<file path="config.mk">
export PLATFORM = sky130hd
export DESIGN_NAME = value_narrower
export DESIGN_NICKNAME = d
export VERILOG_FILES = /design/src/rtl/value_narrower_pkg.sv /design/src/rtl/imm_extender.sv /design/src/rtl/value_narrower_chunk_fit_calc.sv /design/src/rtl/value_narrower.sv
export SDC_FILE = /design/constraint.sdc
export NUM_CORES = 1
export LEC_CHECK = 0
export ABC_CLOCK_PERIOD_IN_PS = 2240
export BUFFER_PORTS_ARGS = -buffer_cell sky130_fd_sc_hd__clkbuf_2
export CAP_MARGIN = 15
export CORE_AREA = 2 2 43 45
export CTS_CLUSTER_SIZE = 25
export DETAILED_ROUTE_END_ITERATION = 8
export DIE_AREA = 0 0 45 47
export PLACE_DENSITY = 0.69
export SETUP_SLACK_MARGIN = 0.4
export SLEW_MARGIN = 30
export SYNTH_ARGS = -nofsm -noshare
export SYNTH_HDL_FRONTEND = slang
export SYNTH_SLANG_ARGS = --single-unit
</file>
<file path="constraint.sdc">
create_clock -name clk -period 2.24 [get_ports clk]
set_input_delay 0.448 -clock clk [delete_from_list [all_inputs] [get_ports clk]]
set_output_delay 0.448 -clock clk [all_outputs]
set_load 0.1 [all_outputs]
</file>
<file path="src/rtl/value_narrower_pkg.sv">
// Shared types and sizing helpers for the value narrower.
package value_narrower_pkg;

  typedef enum logic [0:0] {
    IDLE = 1'b0,
    SEND = 1'b1
  } narrower_state_t;

  // Number of CHUNK_WIDTH-bit chunks needed to cover a data_width-bit value.
  function automatic int num_chunks(input int data_width, input int chunk_width);
    return (data_width + chunk_width - 32'sd1) / chunk_width;
  endfunction

  // Width of the chunk-count output: must represent 0..num_chunks.
  function automatic int len_width(input int data_width, input int chunk_width);
    return $clog2(num_chunks(data_width, chunk_width) + 32'sd1);
  endfunction

  // Width of the chunk index: must represent 0..num_chunks-1, at least one bit.
  function automatic int cnt_width(input int data_width, input int chunk_width);
    int nc;
    nc = num_chunks(data_width, chunk_width);
    return (nc > 32'sd1) ? $clog2(nc) : 32'sd1;
  endfunction

  localparam int DEFAULT_LEN_W = len_width(32'sd8, 32'sd3);

endpackage

</file>
<file path="src/rtl/imm_extender.sv">
// Immediate extender: widens INPUT_WIDTH bits to DATA_WIDTH bits by sign or zero extension.
module imm_extender #(
  parameter int INPUT_WIDTH = 3,
  parameter int DATA_WIDTH  = 9
) (
  input  logic [INPUT_WIDTH-1:0] imm_in,
  input  logic                   is_sign_ext,
  output logic [DATA_WIDTH-1:0]  imm_out
);

  // Copy the low bits, then fill the upper bits with ones for a negative signed input.
  always_comb begin
    imm_out = {DATA_WIDTH{1'b0}};
    imm_out[INPUT_WIDTH-1:0] = imm_in;
    if (is_sign_ext && imm_in[INPUT_WIDTH-1]) begin
      imm_out = imm_out | ({DATA_WIDTH{1'b1}} << INPUT_WIDTH);
    end else begin
      imm_out = imm_out;
    end
  end

endmodule

</file>
<file path="src/rtl/value_narrower_chunk_fit_calc.sv">
// Combinational padding of the input value and search for the fewest chunks
// that an extender-based receiver can rebuild it from.
module value_narrower_chunk_fit_calc
  import value_narrower_pkg::*;
#(
  parameter int CHUNK_WIDTH = 3,
  parameter int DATA_WIDTH  = 8
) (
  input  logic [DATA_WIDTH-1:0]                                    in_val,
  input  logic                                                     is_sign_ext,
  output logic [num_chunks(DATA_WIDTH, CHUNK_WIDTH)*CHUNK_WIDTH-1:0] padded,
  output logic [len_width(DATA_WIDTH, CHUNK_WIDTH)-1:0]            n_chunks
);

  localparam int NC    = num_chunks(DATA_WIDTH, CHUNK_WIDTH);
  localparam int PW    = NC * CHUNK_WIDTH;
  localparam int LEN_W = len_width(DATA_WIDTH, CHUNK_WIDTH);

  logic [NC-1:0] fits_s;

  // The padded value is simply the input run through the same extender the receiver uses.
  imm_extender #(
    .INPUT_WIDTH (DATA_WIDTH),
    .DATA_WIDTH  (PW)
  ) u_pad (
    .imm_in      (in_val),
    .is_sign_ext (is_sign_ext),
    .imm_out     (padded)
  );

  // Candidate k keeps the low k chunks; it fits if re-extending them restores the padded value.
  for (genvar k = 1; k <= NC; k++) begin : g_cand
    logic [PW-1:0] rebuilt_s;

    imm_extender #(
      .INPUT_WIDTH (k * CHUNK_WIDTH),
      .DATA_WIDTH  (PW)
    ) u_ext (
      .imm_in      (padded[k*CHUNK_WIDTH-1:0]),
      .is_sign_ext (is_sign_ext),
      .imm_out     (rebuilt_s)
    );

    assign fits_s[k-1] = (rebuilt_s == padded);
  end

  // Priority select of the smallest fitting k; the full width always fits.
  always_comb begin
    n_chunks = LEN_W'(NC);
    for (int k = NC; k >= 1; k--) begin
      if (fits_s[k-1]) begin
        n_chunks = LEN_W'(k);
      end else begin
        n_chunks = n_chunks;
      end
    end
  end

endmodule

</file>
<file path="src/rtl/value_narrower.sv">
// Value narrower: encodes a wide value as the minimum number of chunks and
// streams them most-significant first over a valid/ready handshake.
module value_narrower
  import value_narrower_pkg::*;
#(
  parameter int CHUNK_WIDTH = 3,
  parameter int DATA_WIDTH  = 8
) (
  input  logic                                          clk,
  input  logic                                          reset,
  input  logic                                          in_valid,
  input  logic [DATA_WIDTH-1:0]                         in_val,
  input  logic                                          is_sign_ext,
  output logic                                          in_ready,
  output logic                                          out_valid,
  output logic [CHUNK_WIDTH-1:0]                        out_chunk,
  output logic                                          out_last,
  output logic [len_width(DATA_WIDTH, CHUNK_WIDTH)-1:0] out_len,
  input  logic                                          out_ready
);

  localparam int NC    = num_chunks(DATA_WIDTH, CHUNK_WIDTH);
  localparam int PW    = NC * CHUNK_WIDTH;
  localparam int LEN_W = len_width(DATA_WIDTH, CHUNK_WIDTH);
  localparam int CNT_W = cnt_width(DATA_WIDTH, CHUNK_WIDTH);

  localparam logic [LEN_W-1:0] LEN_ONE = LEN_W'(1'b1);
  localparam logic [CNT_W-1:0] CNT_ONE = CNT_W'(1'b1);

  narrower_state_t  state_q, state_d;
  logic [CNT_W-1:0] cnt_q, cnt_d;
  logic [PW-1:0]    padded_q, padded_d;
  logic [LEN_W-1:0] len_q, len_d;

  logic [PW-1:0]    fit_padded_s;
  logic [LEN_W-1:0] fit_len_s;
  logic             accept_s;

  value_narrower_chunk_fit_calc #(
    .CHUNK_WIDTH (CHUNK_WIDTH),
    .DATA_WIDTH  (DATA_WIDTH)
  ) u_fit (
    .in_val      (in_val),
    .is_sign_ext (is_sign_ext),
    .padded      (fit_padded_s),
    .n_chunks    (fit_len_s)
  );

  // Handshake outputs decoded from the state register; in_ready is held low during reset.
  always_comb begin
    in_ready  = (state_q == IDLE) && !reset;
    accept_s  = in_valid && in_ready;
    out_valid = (state_q == SEND);
    out_last  = (state_q == SEND) && (cnt_q == {CNT_W{1'b0}});
    out_len   = len_q;
  end

  // Select the current chunk from the latched value; it naturally holds after the last beat.
  always_comb begin
    int idx;
    idx       = int'(cnt_q) * CHUNK_WIDTH;
    out_chunk = padded_q[idx +: CHUNK_WIDTH];
  end

  // Next-state logic: latch on accept, count chunks down on each taken beat.
  always_comb begin
    state_d  = state_q;
    cnt_d    = cnt_q;
    padded_d = padded_q;
    len_d    = len_q;
    case (state_q)
      IDLE: begin
        if (accept_s) begin
          padded_d = fit_padded_s;
          len_d    = fit_len_s;
          cnt_d    = CNT_W'(fit_len_s - LEN_ONE);
          state_d  = SEND;
        end else begin
          state_d  = IDLE;
        end
      end
      SEND: begin
        if (out_ready) begin
          if (cnt_q == {CNT_W{1'b0}}) begin
            state_d = IDLE;
          end else begin
            cnt_d   = cnt_q - CNT_ONE;
          end
        end else begin
          state_d = SEND;
        end
      end
      default: begin
        state_d = IDLE;
      end
    endcase
  end

  // State, chunk index, latched value and length registers with synchronous reset.
  always_ff @(posedge clk) begin
    if (reset) begin
      state_q  <= IDLE;
      cnt_q    <= {CNT_W{1'b0}};
      padded_q <= {PW{1'b0}};
      len_q    <= {LEN_W{1'b0}};
    end else begin
      state_q  <= state_d;
      cnt_q    <= cnt_d;
      padded_q <= padded_d;
      len_q    <= len_d;
    end
  end

endmodule

</file>
==> metrics.txt <==
outcome=completed; CP Capture Type=output port; Seq/Total Area, Yosys=between 40% and 50%; Initial Util=between 40% and 50%; CORE AREA=1650 µm²; Post-Synthesis Net Count=~100; IO Pins=21; Nets=118; Hold Path Class=input port to flop; DR iter-0 viols=20; DIE WIDTH=roughly 45 µm; layout cell share with drive strength beyond 1=a little over a third; setup TNS=0 ps; Num CTS Buffers=3; Via density=roughly 5.4; gr usage total=around 16%; CTS tree=built; Root Driver=clkbuf_4; pin count of the biggest net entering global routing=17; Pre-antenna DRT Iters=4; Clock Latency Late Sink=280 ps; H-tree depth=1; ANT cells=0; number of max-cap violations=0; Layout area overhead=38.0%; final setup violation count=0; fillers=roughly 150; Routed WL=between 1000 and 1500 µm; Setup Buffers After CTS=0; final antenna-violating net count=0; endpoints failing hold=0; placed cell count=117; Die Span Y=approximately 47 µm; RSZ-0062 raised after global routing=false; Distinct cells, synth=25; max-slew violations=0; GPL Wtd Cong=about 0.8; residual DRC count=0; vias=651; Site Rows=15; Max Freq=around 570 MHz; area of the multi-input gates=424 µm²; Cell Pwr Density=roughly 740 nW/µm²; Synth area leaders=dfxtp_1 42%, nand2_1 13%, nand3b_1 8.9%, mux2i_1 4.5%, o21ai_0 3.7%; Worst Skew=~4.9 ps; EDFF count, synth=0; Die ar.=about 2100 µm²; Netlist Area Pre-Place=672 µm²; relative slew slack=between 60 and 70%; first-pass GRT wire length=roughly 2500 µm; CP max FO=8; crit path DAT=1320 ps; most frequent cells in the layout=23 x nand2_1, 17 x clkbuf_2, 11 x dfxtp_1; post-synth top area share=roughly two fifths; Post-Synthesis Cells=between 80 and 90; Clock Sinks=14; cts hold-fix bufs=0; critical path launch point type=flop; DP HPWL=1120 µm; Design Power=roughly 0.68 mW; Worst-Margin Slew=between 500 and 600 ps; Post-Layout Cell Count=121; Ys Warns=0; Post-synth ARST share=0%; final worst path period share=approximately 79%; leakage=between 0.3 and 0.4 nW; clk slew on worst S/H paths=80 ps; Avg Cell Area, Syn=roughly 7.9 µm²; Seq cells post-synth=14; vias in the first global route=545; required time of the critical path=between 1500 and 2000 ps; I/O Buffers=20; maximum vdd drop=about 430 µV; crit path kind=flop to output port; final global-route overflow total=0; initial antenna violation count=0; register area=a little under 300 µm²; Max clock buf depth=2; post-synth top area cell=dfxtp_1; post-DR wirelength/cell=12.3 µm; min Tclk post-route=around 1800 ps; commonest non-fill, non-tap cell in the layout=nand2_1; Top FF cell, synth=dfxtp_1
critical path: stages, from the launching register on:
cell and delay [ps]:
dfxtp_4 400, nor3b_4 160, clkbuf_2 470
cell type report:
type,instances,share of cell area (%)
clock buffer,4,3.91
inverter,1,0.405
multi-input combinational,64,45.7
sequential,14,31.2
tap,17,2.29
timing repair buffer,21,16.5
metal layers:
metal / up-vias / part of all wire (%) / global-route usage, %
li1: 335 / - / -
met1: 289 / 47 / 22.7
met2: 21 / 44 / 23.1
met3: 6 / 6.2 / 3.46
met4: 0 / 3.2 / 10.6
met5: - / 0 / 0
power breakdown:
part,leakage (nW),switching (mW),internal [mW]
sequential,0.117,0.0178,0.267
clock,0.0210,0.0834,0.0989
combinational,0.253,0.151,0.0657
repair_timing:
| item | in CTS | in global routing |
|---|---|---|
| resized for setup | 2 | 4 |
| endpoints found under the setup margin | 4 | 3 |
| endpoints found under the hold margin | 0 | 0 |
cells by family after synthesis:
group	synth area share, %
simple gates	34.6
compound gates	14.7
buf+inv	4.47
mux	4.47
flops	41.7
through the flow:
stage               cell area, µm²  setup WS [ps]  hold slack (ps)  util, %
detailed placement             876            390              460     53.0
global route                   927            405              357     56.1
global placement               876            436              442     53.0
floorplan                      728            329              436        -
CTS                            915            429              341     55.4
finish                         927            475              349     56.1
synthesized netlist by cell type (2+ instances only):
library cell  instances
mux2i_1               3
o21ai_0               5
dfxtp_1              14
nand3_1               3
nand3b_1              8
nor3b_1               2
a21oi_1               3
clkbuf_1              2
nor2_1                4
nand2_1              23
buf_2                 3
o32ai_1               2
path summary, 6_finish.rpt:
check | from | to | slack (ps) | depth (start not counted)
max | cnt_q[1] | out_last | 470 | 2
min | in_val[1] | padded_q[1] | 350 | 3
max reg2reg | out_valid | cnt_q[1] | 700 | 4
min reg2reg | padded_q[4] | padded_q[4] | 480 | 2
sequential cells by signal, indices dropped and copies added (netlist names):
| signal | cells |
|---|---|
| cnt_q | 2 |
| out_len | 2 |
| out_valid | 1 |
| padded_q | 9 |
Power figures use the tool's default switching activity.
